**config.mk**
```make
export PLATFORM = sky130hd
export DESIGN_NAME = fft_output_stream
export DESIGN_NICKNAME = d
export VERILOG_FILES = /design/src/rtl/fft_output_stream.sv
export SDC_FILE = /design/constraint.sdc
export NUM_CORES = 1
export LEC_CHECK = 0
export BUFFER_PORTS_ARGS = -buffer_cell sky130_fd_sc_hd__buf_4
export CAP_MARGIN = 30
export CELL_PAD_IN_SITES_DETAIL_PLACEMENT = 0
export CELL_PAD_IN_SITES_GLOBAL_PLACEMENT = 1
export CORE_ASPECT_RATIO = 1.1
export CORE_MARGIN = 3
export CORE_UTILIZATION = 30
export DETAILED_ROUTE_END_ITERATION = 6
export GPL_TIMING_DRIVEN = 0
export PLACE_DENSITY = 0.57
export SLEW_MARGIN = 5
export SYNTH_ARGS = -nofsm -noshare
export SYNTH_HDL_FRONTEND = slang
export SYNTH_SLANG_ARGS = --single-unit
export TNS_END_PERCENT = 30
```
**constraint.sdc**
```tcl
create_clock -name clk -period 13.9 [get_ports clk]
set_clock_uncertainty 0.15 [all_clocks]
set_input_delay 1.39 -clock clk [delete_from_list [all_inputs] [get_ports clk]]
set_output_delay 1.39 -clock clk [all_outputs]
set_load 0.1 [all_outputs]
```
**src/rtl/fft_output_stream.sv**
```systemverilog
// fft_output_stream: drains FFT result memory LANES samples per beat.
// Optional macro FFT_OUT_BITREV_EN enables bit-reversed read addressing.
module fft_output_stream #(
  parameter int N          = 32,
  parameter int WORD_SIZE  = 16,
  parameter int LANES      = 2,
  parameter int ADDR_WIDTH = $clog2(N)
) (
  input  logic                           clk,
  input  logic                           reset,
  input  logic                           start,
  input  logic                           bitrev_mode,
  output logic                           rd_en,
  output logic [LANES*ADDR_WIDTH-1:0]    rd_addr,
  input  logic [LANES*2*WORD_SIZE-1:0]   rd_data,
  output logic [LANES*2*WORD_SIZE-1:0]   out_samp,
  output logic [ADDR_WIDTH-1:0]          out_idx,
  output logic                           out_valid,
  input  logic                           out_ready,
  output logic                           out_last,
  output logic                           busy,
  output logic                           done
);

  localparam int DW    = LANES * 2 * WORD_SIZE;
  localparam int BEATS = N / LANES;

  localparam logic [ADDR_WIDTH-1:0] LAST_RB  =
    ADDR_WIDTH'(BEATS - 1);
  localparam logic [ADDR_WIDTH-1:0] LAST_IDX =
    ADDR_WIDTH'(N - LANES);
  localparam logic [ADDR_WIDTH-1:0] STEP     =
    ADDR_WIDTH'(LANES);

  typedef enum logic [1:0] {
    IDLE,
    RUN,
    FLUSH
  } state_t;

  state_t                state_q;
  state_t                state_d;
  logic [ADDR_WIDTH-1:0] rb_q;
  logic                  pend_q;
  logic                  done_q;
  logic [DW-1:0]         skid_q;
  logic                  skid_v;
  logic                  pop;
  logic [1:0]            occ;
  logic                  mode;

  assign pop  = out_valid & out_ready;
  assign occ  = {1'b0, out_valid} + {1'b0, skid_v}
              + {1'b0, pend_q};
  assign busy = (state_q != IDLE);
  assign done = done_q;

  assign out_last = out_valid & (out_idx == LAST_IDX);

  assign rd_en = (state_q == RUN)
               & ((occ - {1'b0, pop}) < 2'd2);

`ifdef FFT_OUT_BITREV_EN
  logic mode_q;

  assign mode = mode_q;

  function automatic logic [ADDR_WIDTH-1:0] bitrev(
    input logic [ADDR_WIDTH-1:0] a
  );
    for (int b = 0; b < ADDR_WIDTH; b++)
      bitrev[b] = a[ADDR_WIDTH-1-b];
  endfunction

  // Capture the storage order for the frame being started
  always_ff @(posedge clk or posedge reset) begin
    if (reset)
      mode_q <= 1'b0;
    else if (state_q == IDLE && start)
      mode_q <= bitrev_mode;
  end
`else
  logic unused_bitrev;

  assign unused_bitrev = bitrev_mode;
  assign mode          = 1'b0;

  function automatic logic [ADDR_WIDTH-1:0] bitrev(
    input logic [ADDR_WIDTH-1:0] a
  );
    return a;
  endfunction
`endif

  // Lane addresses for the current read beat, zero when not reading
  always_comb begin
    rd_addr = '0;
    if (state_q == RUN) begin
      for (int k = 0; k < LANES; k++) begin
        rd_addr[k*ADDR_WIDTH +: ADDR_WIDTH] =
          mode ? bitrev(ADDR_WIDTH'(int'(rb_q) * LANES + k))
               : ADDR_WIDTH'(int'(rb_q) * LANES + k);
      end
    end
  end

  // Frame sequencing: read all beats, then wait for last handshake
  always_comb begin
    state_d = state_q;
    unique case (state_q)
      IDLE:    if (start) state_d = RUN;
      RUN:     if (rd_en && rb_q == LAST_RB) state_d = FLUSH;
      FLUSH:   if (pop && out_last) state_d = IDLE;
      default: state_d = IDLE;
    endcase
  end

  // State register and read beat counter
  always_ff @(posedge clk or posedge reset) begin
    if (reset) begin
      state_q <= IDLE;
      rb_q    <= '0;
    end else begin
      state_q <= state_d;
      if (state_q == IDLE && start)
        rb_q <= '0;
      else if (rd_en)
        rb_q <= rb_q + ADDR_WIDTH'(1);
    end
  end

  // Track the read in flight and register the completion pulse
  always_ff @(posedge clk or posedge reset) begin
    if (reset) begin
      pend_q <= 1'b0;
      done_q <= 1'b0;
    end else begin
      pend_q <= rd_en;
      done_q <= (state_q == FLUSH) & pop & out_last;
    end
  end

  // Output register plus skid entry, order preserving
  always_ff @(posedge clk or posedge reset) begin
    if (reset) begin
      out_samp  <= '0;
      out_valid <= 1'b0;
      out_idx   <= '0;
      skid_q    <= '0;
      skid_v    <= 1'b0;
    end else begin
      if (pop)
        out_idx <= out_idx + STEP;
      if (pop) begin
        if (skid_v) begin
          out_samp <= skid_q;
          skid_v   <= pend_q;
          if (pend_q)
            skid_q <= rd_data;
        end else begin
          out_valid <= pend_q;
          if (pend_q)
            out_samp <= rd_data;
        end
      end else if (pend_q) begin
        if (out_valid) begin
          skid_q <= rd_data;
          skid_v <= 1'b1;
        end else begin
          out_samp  <= rd_data;
          out_valid <= 1'b1;
        end
      end
    end
  end

endmodule

```
# Yosys cells after proc, flatten, opt, wreduce, memory -nomap -nowiden

Cells that the tools add are included.

Bits in latches: 0
RAM bits: 0
Bits in registers: 144
Input port bits: 69
Output and inout port bits: 84
Memories kept: 0
Word-level logic and storage cells: 69
Bits in read-only memories: 0

Shifts and indexed selects: 0
Muxes and demuxes: 23
Multipliers: 0
Reductions and logical operators: 14
Add/subtract/negate cells: 6
Bitwise operators: 5
$lt $le $gt $ge: 1
Div/mod/pow operators: 0
Eq/ne operators: 11

Operators with widths:

| cell                  | number |
|---|---|
| $mux W64              | 9 |
| $add A5 B1 Y5 const B | 2 |
| $mux W10              | 1 |
| $mux W5               | 2 |
| $ne A2 B2 Y1 const B  | 5 |
| $reduce_bool A2 Y1    | 5 |
| $mux W1               | 7 |
| $mux W2               | 3 |
| $pmux W2 S3           | 1 |
| $reduce_and A3 Y1     | 2 |
| $add A5 B2 Y5 const B | 1 |
| $and A1 B1 Y1         | 5 |
| $eq A5 B4 Y1 const B  | 1 |
| $eq A5 B5 Y1 const B  | 1 |
| $ne A2 B1 Y1 const B  | 2 |
| $reduce_and A2 Y1     | 2 |
| $reduce_and A4 Y1     | 1 |
| $logic_and A1 B1 Y1   | 3 |
| $add A1 B1 Y2         | 1 |
| $add A2 B1 Y2         | 1 |
| $eq A2 B1 Y1 const B  | 1 |
| $eq A2 B2 Y1 const B  | 1 |
| $logic_not A2 Y1      | 1 |
| $lt A2 B2 Y1 const B  | 1 |
| $sub A2 B1 Y2         | 1 |

# Depth between registers and ports, before layout

Gate-level depths: netlist of the first run.

Depth in word-level cells: 8
Gate-level depth with buffers: 7
Depth with buffers taken out: 7

# Least setup slack after synthesis of the first run

Ideal clock, no wire load.

Path type: input to output
Start point: input port out_ready
End point: output port rd_en
Stages: 5
Slack: 9.095 ns
Data arrival time: 3.265 ns
Path buffers: 0
Path through: nand2_1 -> ha_1 -> ha_1 -> a21oi_1 -> mux2i_4

Cells in the longest elaborated chain, start to end: 4

RTL lines:

| what               | line | source |
|---|---|---|
| start: declaration | 19   | `input logic out_ready,` |
| $and A1 B1 Y1      | 52   | `assign pop = out_valid & out_ready;` |
| $sub A2 B1 Y2      | 61   | `& ((occ - {1'b0, pop}) < 2'd2);` |
| $lt A2 B2 Y1       | 61   |  |
| $and A1 B1 Y1      | 61   |  |
| end: declaration   | 13   | `output logic rd_en,` |

No other way between the ends.

# Worst setup path in the final report of the first run

Same ends and word-level chain as after synthesis.

==> results.json, run 1 <==
{
  "gp_congestion": 0.732,
  "yosysSeqAreaShare": 0.576,
  "fin_crit_ps": 4950,
  "root_buffer": "clkbuf_16",
  "tns_ps": 0,
  "cts_hold_buf": 0,
  "grt_setup_unrepaired": "false",
  "fin_nets": 744,
  "ys_ff_latch": 143,
  "design_area_um2": 8280,
  "htree_levels": 4,
  "path_class": "in2out",
  "synthFlopType": "dfrtp_1",
  "period_share": 0.356,
  "cts_tree": "built",
  "slew_headroom": 0.613,
  "synth-async-reset-ratio": 1.00,
  "clkLatencyLatePin_ps": 400,
  "startpoint_type": "input port",
  "grt_overflow": 0,
  "cp.required_ps": 12360,
  "synth.distinct_cells": 34,
  "fmax_mhz": 202,
  "drc": 0,
  "slew_violations": 0,
  "boundaryPins": 153,
  "yosys.area.top_type": "dfrtp_1",
  "initial_utilization": 0.310,
  "synth_area_per_cell_um2": 12.5,
  "syn_inst": 499,
  "dpl_cell_area_um2": 7690,
  "outcome": "finished, final reports clean",
  "synthTopCellsByArea": "dfrtp_1 (58%), mux2_2 (12%), mux2i_1 (11%)",
  "cts_sinks": 143,
  "grt.total_usage": 0.139,
  "die_h_um": 157,
  "routed_wirelength_um": 15400,
  "first_pass_iters": 4,
  "viasPerCell": 4.67,
  "synth_most_common_cell": "dfrtp_1",
  "grt_antenna_before_repair": 0,
  "hold_class": "reg2reg",
  "grt_pass1_wl_um": 24600,
  "syn_to_final_growth_pct": 33.2,
  "final-setup-viol-count": 0,
  "post-cts-setup-buffers": 0,
  "crit_path_max_fanout": 8,
  "rows": 54,
  "cp_data_arrival_time_ps": 3410,
  "cts_resized": 0,
  "layout-drive-gt1-share": 0.410,
  "wl_per_cell_um": 16.5,
  "diodes": 0,
  "worst_slew_pin_slew_ps": 581,
  "ctsLongestPathBuffers": 2,
  "crit_path_end_kind": "primary output",
  "drt_iter0_drc": 149,
  "finalHoldViolCount": 0,
  "chipWidth_um": 143,
  "synth_edf_count": 0,
  "synthDominantCellAreaShare": 0.576,
  "dpl.hpwl_um": 10700,
  "grt_pass1_vias": 4608,
  "cts.clk_slew.worst_paths_ps": 60,
  "port_buffers": 149,
  "synth_top_cells_by_count": "dfrtp_1 (143), mux2i_1 (67), a21oi_1 (66), nor2_1 (66), mux2_2 (64)",
  "grt_max_degree": 84,
  "maxCapViolCount": 0,
  "cts-buffers-inserted": 17,
  "syn_area_um2": 6220,
  "placeableCoreArea_um2": 20100,
  "dieArea_um2": 22500,
  "vias": 4349,
  "yosysWarnings": 0,
  "ant_nets": 0
}
==> sequential cells by signal, summed over array words and instances (netlist names) <==
| name | cells |
|---|---|
| done | 1 |
| out_idx | 4 |
| out_samp | 64 |
| out_valid | 1 |
| pend_q | 1 |
| rb_q | 5 |
| skid_q | 64 |
| skid_v | 1 |
| state_q | 2 |
==> placed cells by master, fill, tap and decap left out, types with 4 or more instances in the layout <==
master / count
a21oi_1: 66
and2_1: 4
buf_2: 10
buf_4: 156
buf_6: 12
clkbuf_1: 4
clkbuf_16: 17
clkinv_2: 4
dfrtp_1: 143
ha_1: 6
inv_1: 5
mux2_2: 64
mux2i_1: 67
nand2_1: 13
nor2_1: 66
o21ai_0: 4
xnor2_1: 4
==> critical path, stage by stage <==
cell,delay [ps]
buf_4,110
nand2_1,140
ha_1,320
ha_1,260
a21oi_1,360
mux2i_4,450
buf_4,360
==> routing by layer <==
layer / share of wire / track usage / routed length [µm]
met1: 0.47 / 0.183 / 7160
met4: 0.0093 / 0.0381 / 143
met5: 0 / 0 / 0
met2: 0.46 / 0.222 / 7140
met3: 0.061 / 0.0450 / 935
==> kinds of logic (layout without fill, tap and decap cells) <==
logic type               count (synthesis)  in the layout  synth area share
buffers and inverters                   40            220            0.0449
AND/OR/NAND/NOR                         97             97            0.0686
flip-flops                             143            143             0.576
adder cells (fa/ha/maj)                  6              6            0.0121
XOR/XNOR                                 5              5           0.00704
AO/OA/AOI/OAI                           75             75            0.0638
other                                    1              2          0.000603
multiplexers                           132            132             0.227
==> worst paths after layout <==
check	to	slack [ps]	start	cells after the start
worst min register to register	rb_q[3]$_DFFE_PP0P_	340	rb_q[3]$_DFFE_PP0P_	1
min in group asynchronous	out_samp[18]$_DFFE_PP0P_	900	reset	2
worst max register to register	rb_q[3]$_DFFE_PP0P_	11190	out_valid$_DFFE_PP0P_	7
worst max-delay path	rd_en	8950	out_ready	7
max in group asynchronous	out_samp[48]$_DFFE_PP0P_	11880	reset	3
worst min-delay path	rb_q[3]$_DFFE_PP0P_	340	rb_q[3]$_DFFE_PP0P_	1
==> cell type report <==
class	count	area [µm²]
Sequential cell	143	3580
Tap cell	252	315
Clock buffer	19	453
Fill cell	1927	11800
Inverter	7	31.3
Timing Repair Buffer	150	1150
Buffer	33	253
Multi-Input combinational cell	317	2360
Clock inverter	11	141
==> metrics by stage <==
step	hold slack, ps	util	setup WS [ps]	std cells
2_1_floorplan	301	-	8520	500
3_5_place_dp	341	0.383	8910	902
4_1_cts	345	0.413	8910	932
5_1_grt	364	0.413	8760	932
6_report	337	0.413	8950	932
3_3_place_gp	331	0.381	6740	901
Power of run 1 is left out: the tool's default activity adds up to more than one toggle a clock period on the data nets, which glitch-free logic cannot reach.
==> inputs of run 2 (changes only) <==
- PLACE_DENSITY: 0.57 -> 0.59
- clock period: 13.9 -> 4.1 ns (I/O delays scaled with it)
==> results.json, run 2 (same netlist as run 1, synthesis figures left out) <==
{
  "outcome": "finished, final reports clean",
  "crit_path_end_kind": "primary output",
  "initial_utilization": 0.310,
  "dieArea_um2": 22500,
  "routed_wirelength_um": 15000,
  "maxCapViolCount": 0,
  "cp_cell_sequence": "nand2_1 > ha_1 > ha_1 > a21oi_1 > mux2i_4 > buf_4",
  "slew_violations": 0,
  "grt_pass1_vias": 4659,
  "rows": 54,
  "top_regs": "out_samp (64), skid_q (64), rb_q (5)",
  "cp_common_cell": "ha_1",
  "cts-buffers-inserted": 17,
  "period_share": 0.835,
  "die_h_um": 157,
  "htree_levels": 4,
  "syn_to_final_growth_pct": 34.7,
  "ff_latch_area_um2": 3580,
  "multi_input_area_um2": 2360,
  "grt_antenna_before_repair": 0,
  "tns_ps": 0,
  "cts.clk_slew.worst_paths_ps": 60,
  "drc": 0,
  "first_pass_iters": 4,
  "r2r-start": "out_valid$_DFFE_PP0P_",
  "cp_data_arrival_time_ps": 2860,
  "hold_class": "in2async",
  "final_cell_mix": "buf_4 (156), dfrtp_1 (143), mux2i_1 (67)",
  "nFillCells": 1962,
  "slew_headroom": 0.445,
  "grt_setup_unrepaired": "false",
  "drt_iter0_drc": 126,
  "fmax_mhz": 292,
  "grt_pass1_wl_um": 24500,
  "cp.required_ps": 3540,
  "post-cts-setup-buffers": 0,
  "startpoint": "out_valid$_DFFE_PP0P_",
  "worst_slew_pin_slew_ps": 830,
  "slowest_delay_ps": 510,
  "vias": 4345,
  "fin_crit_ps": 3420,
  "cts_hold_buf": 0,
  "gp_congestion": 0.738,
  "crit_slowest_cell": "dfrtp_1",
  "crit_path_max_fanout": 8,
  "fin_nets": 747,
  "layout-drive-gt1-share": 0.411,
  "cts_resized": 0,
  "root_buffer": "clkbuf_16",
  "path_class": "reg2out",
  "boundaryPins": 153,
  "placeableCoreArea_um2": 20100,
  "diodes": 0,
  "cts_tree": "built",
  "grt_max_degree": 36,
  "grt.total_usage": 0.138,
  "wl_per_cell_um": 16.1,
  "port_buffers": 149,
  "grt_overflow": 0,
  "ctsLongestPathBuffers": 2,
  "dpl.hpwl_um": 10800,
  "final-setup-viol-count": 0,
  "chipWidth_um": 143,
  "final_common_cell": "buf_4",
  "startpoint_type": "register",
  "viasPerCell": 4.64,
  "clkLatencyLatePin_ps": 410,
  "finalHoldViolCount": 0,
  "cts_sinks": 143,
  "ant_nets": 0
}
-- run 2: cell types whose count changed in the layout (fill, tap and decap cells not counted) --
cell,previous run,this run
clkbuf_8,2,3
clkinv_2,4,2
clkinv_4,1,2
clkbuf_1,4,6
clkinvlp_4,3,1
bufinv_16,3,4
buf_12,0,3
-- run 2: area by class of cell --
| class | instances | share of cell area |
|---|---|---|
| clock buffers | 22 | 0.0566 |
| flip-flops and latches | 143 | 0.427 |
| clock inverters | 9 | 0.0187 |
| plain buffers | 33 | 0.0302 |
| multi-input cells | 317 | 0.282 |
| repair buffers | 153 | 0.144 |
| inverters | 7 | 0.00358 |
| well taps | 252 | 0.0376 |
-- run 2: through the flow --
step | worst slack, ps | cells | cell area (µm²) | util | hold WS, ps
after CTS | 625 | 936 | 8380 | 0.417 | 12.2
after detailed placement | 1090 | 905 | 7750 | 0.386 | 339
after global placement | 766 | 901 | 7660 | 0.382 | 333
after global routing | 469 | 936 | 8380 | 0.417 | 17.0
final | 678 | 936 | 8380 | 0.417 | 3.18
after floorplan | 423 | 500 | 6220 | - | 301
-- run 2: layer usage --
layer  up-vias  GRT usage  wire length (µm)
met2       108      0.230              7280
met3        12     0.0435              1020
met4         0     0.0430               171
met1      2161      0.173              6570
li1       2064          -                 -
met5         -          0                 0
-- run 2: path summary, 6_finish.rpt --
check / endpoint / cells past startpoint / slack [ps]
setup reg to reg: rb_q[3]$_DFFE_PP0P_ / 7 / 1440
min in group clk: rb_q[0]$_DFFE_PP0P_ / 2 / 40
hold / removal: out_samp[54]$_DFFE_PP0P_ / 2 / 3
hold reg to reg: rb_q[3]$_DFFE_PP0P_ / 1 / 340
max in group asynchronous: out_samp[35]$_DFFE_PP0P_ / 5 / 2770
setup / recovery: rd_en / 6 / 680
-- run 2: critical path: cells and delay by family (launching register included) --
| kind | cells | cell delay, ps |
|---|---|---|
| AND/OR/NAND/NOR | 1 | 190 |
| flip-flops | 1 | 510 |
| multiplexers | 1 | 440 |
| adder cells (fa/ha/maj) | 2 | 580 |
| AO/OA/AOI/OAI | 1 | 360 |
| buffers and inverters | 1 | 360 |
Power of run 2 is left out for the same reason.
==> inputs of run 3 (changes only) <==
- ABC_AREA: not set -> 1
- PLACE_DENSITY: 0.59 -> 0.63
- clock period: 4.1 -> 2.9 ns (I/O delays scaled with it)
==> results.json, run 3 <==
{
  "cts_sinks": 143,
  "outcome": "finished, final reports clean",
  "ctsLongestPathBuffers": 2,
  "first_pass_iters": 4,
  "post-cts-setup-buffers": 0,
  "fin_nets": 1106,
  "grt_antenna_before_repair": 0,
  "grt_pass1_vias": 6001,
  "worst_slew_pin_slew_ps": 606,
  "finalHoldViolCount": 0,
  "synth_most_common_cell": "nand2_1",
  "initial_utilization": 0.307,
  "maxCapViolCount": 0,
  "diodes": 0,
  "yosysWarnings": 0,
  "dieArea_um2": 23700,
  "final_cell_mix": "nand2_1 (219), buf_4 (159), dfrtp_1 (142)",
  "syn_inst": 806,
  "syn_area_um2": 6580,
  "cp_data_arrival_time_ps": 2280,
  "hold_start": "rd_data[52]",
  "routed_wirelength_um": 19200,
  "crit_slowest_cell": "dfrtp_2",
  "viasPerCell": 4.39,
  "cp.required_ps": 2460,
  "final-setup-viol-count": 0,
  "vias": 5858,
  "synth-async-reset-ratio": 1.00,
  "root_buffer": "clkbuf_16",
  "crit_path_max_fanout": 7,
  "rrSetupSlack_ps": 690,
  "period_share": 0.937,
  "startpoint": "out_valid$_DFFE_PP0P_",
  "post-place-ws_ps": 204,
  "grt_pass1_wl_um": 31600,
  "gp_congestion": 0.730,
  "yosys.area.top_type": "dfrtp_1",
  "wl_per_cell_um": 14.4,
  "slew_headroom": 0.595,
  "die_h_um": 161,
  "crit_path_end_kind": "primary output",
  "chipWidth_um": 147,
  "ys_ff_latch": 143,
  "boundaryPins": 153,
  "fmax_mhz": 368,
  "rows": 56,
  "synthTopCellsByArea": "dfrtp_1 (54%), nand2_1 (13%), o21ai_1 (8.4%)",
  "synth_area_per_cell_um2": 8.16,
  "final_common_cell": "nand2_1",
  "cp_cell_sequence": "nand2_2 > ha_1 > ha_1 > nand2_1 > nand3_1 > nand2_1 > nor2_4 > buf_6",
  "timing.final.ws_setup_ps": 181,
  "path_class": "reg2out",
  "r2r-end": "out_samp[35]$_DFFE_PP0P_",
  "r2r-start": "out_valid$_DFFE_PP0P_",
  "htree_levels": 4,
  "synthDominantCellAreaShare": 0.544,
  "grt_max_degree": 38,
  "slew_violations": 0,
  "top_regs": "out_samp (64), skid_q (64), rb_q (5)",
  "cts.clk_slew.worst_paths_ps": 60,
  "hold_class": "in2reg",
  "layout-drive-gt1-share": 0.224,
  "cts-buffers-inserted": 17,
  "grt_overflow": 0,
  "synthFlopType": "dfrtp_1",
  "synth.distinct_cells": 22,
  "synth_top_cells_by_count": "nand2_1 (219), dfrtp_1 (143), o21ai_1 (110), o21ai_0 (88), inv_1 (81)",
  "fin_crit_ps": 2720,
  "dpl.hpwl_um": 13000,
  "grt_setup_unrepaired": "false",
  "startpoint_type": "register",
  "port_buffers": 149,
  "clkLatencyLatePin_ps": 420,
  "slowest_delay_ps": 460,
  "grt.total_usage": 0.166,
  "cts_tree": "built",
  "min_to": "skid_q[52]$_DFFE_PP0P_",
  "whs_ps": 18.9,
  "placeableCoreArea_um2": 21400,
  "drt_iter0_drc": 207,
  "worstHoldPathCells": 3,
  "syn_to_final_growth_pct": 41.0,
  "synth_edf_count": 0,
  "yosysSeqAreaShare": 0.544,
  "drc": 0,
  "reg2reg_depth": 8,
  "ant_nets": 0
}
==> run 3: how the worst max path moves through the flow <==
stage | to | depth (start not counted)
floorplan | rb_q[0]$_DFFE_PP0P_ | 9
global placement | out_samp[6]$_DFFE_PP0P_ | 2
detailed placement | rd_en | 8
CTS | rd_en | 8
global route | rd_en | 8
finish | rd_en | 8
==> run 3: stage by stage <==
step | util | area [µm²] | TNS [ps] | std cells
5_1_grt | 0.432 | 9270 | 0 | 1334
2_1_floorplan | - | 6580 | -7550 | 807
6_report | 0.432 | 9270 | 0 | 1334
4_1_cts | 0.432 | 9270 | 0 | 1334
3_3_place_gp | 0.376 | 8070 | -74090 | 1246
3_5_place_dp | 0.380 | 8150 | 0 | 1250
==> run 3: cell families after synthesis <==
family / synth area share
other cells: 0.000570
simple gates: 0.185
buf+inv: 0.101
fa+ha+maj: 0.0114
compound gates: 0.153
xor+xnor: 0.00533
flops: 0.544
==> run 3: repair_timing <==
| action | in CTS | in global routing |
|---|---|---|
| pin swaps | 0 | 0 |
| gates resized for setup | 3 | 1 |
| endpoints found under the setup margin | 1 | 1 |
| hold endpoints to repair | 74 | 0 |
| hold buffers | 52 | 0 |
==> run 3: final cells by class <==
class / count / area, µm²
flip-flops and latches: 143 / 3580
plain buffers: 55 / 357
well taps: 290 / 363
clock buffers: 18 / 429
clock inverters: 14 / 158
inverters: 82 / 312
fillers: 2250 / 12200
repair buffers: 205 / 1730
multi-input cells: 527 / 2340
==> run 3: per-layer routing <==
| metal | wire, µm | global-route usage | vias to the layer above |
|---|---|---|---|
| met5 | 0 | 0 | - |
| met4 | 116 | 0.0369 | 0 |
| met3 | 673 | 0.0340 | 6 |
| met2 | 9650 | 0.289 | 108 |
| met1 | 8800 | 0.215 | 2761 |
| li1 | - | - | 2983 |
==> run 3: worst max-delay path, delay by kind of cell, from the launching register on <==
| family | cells | cell delay [ps] |
|---|---|---|
| AND/OR/NAND/NOR | 5 | 630 |
| flip-flops | 1 | 460 |
| adder cells (fa/ha/maj) | 2 | 520 |
| buffers and inverters | 1 | 250 |
Power of run 3 is left out for the same reason.
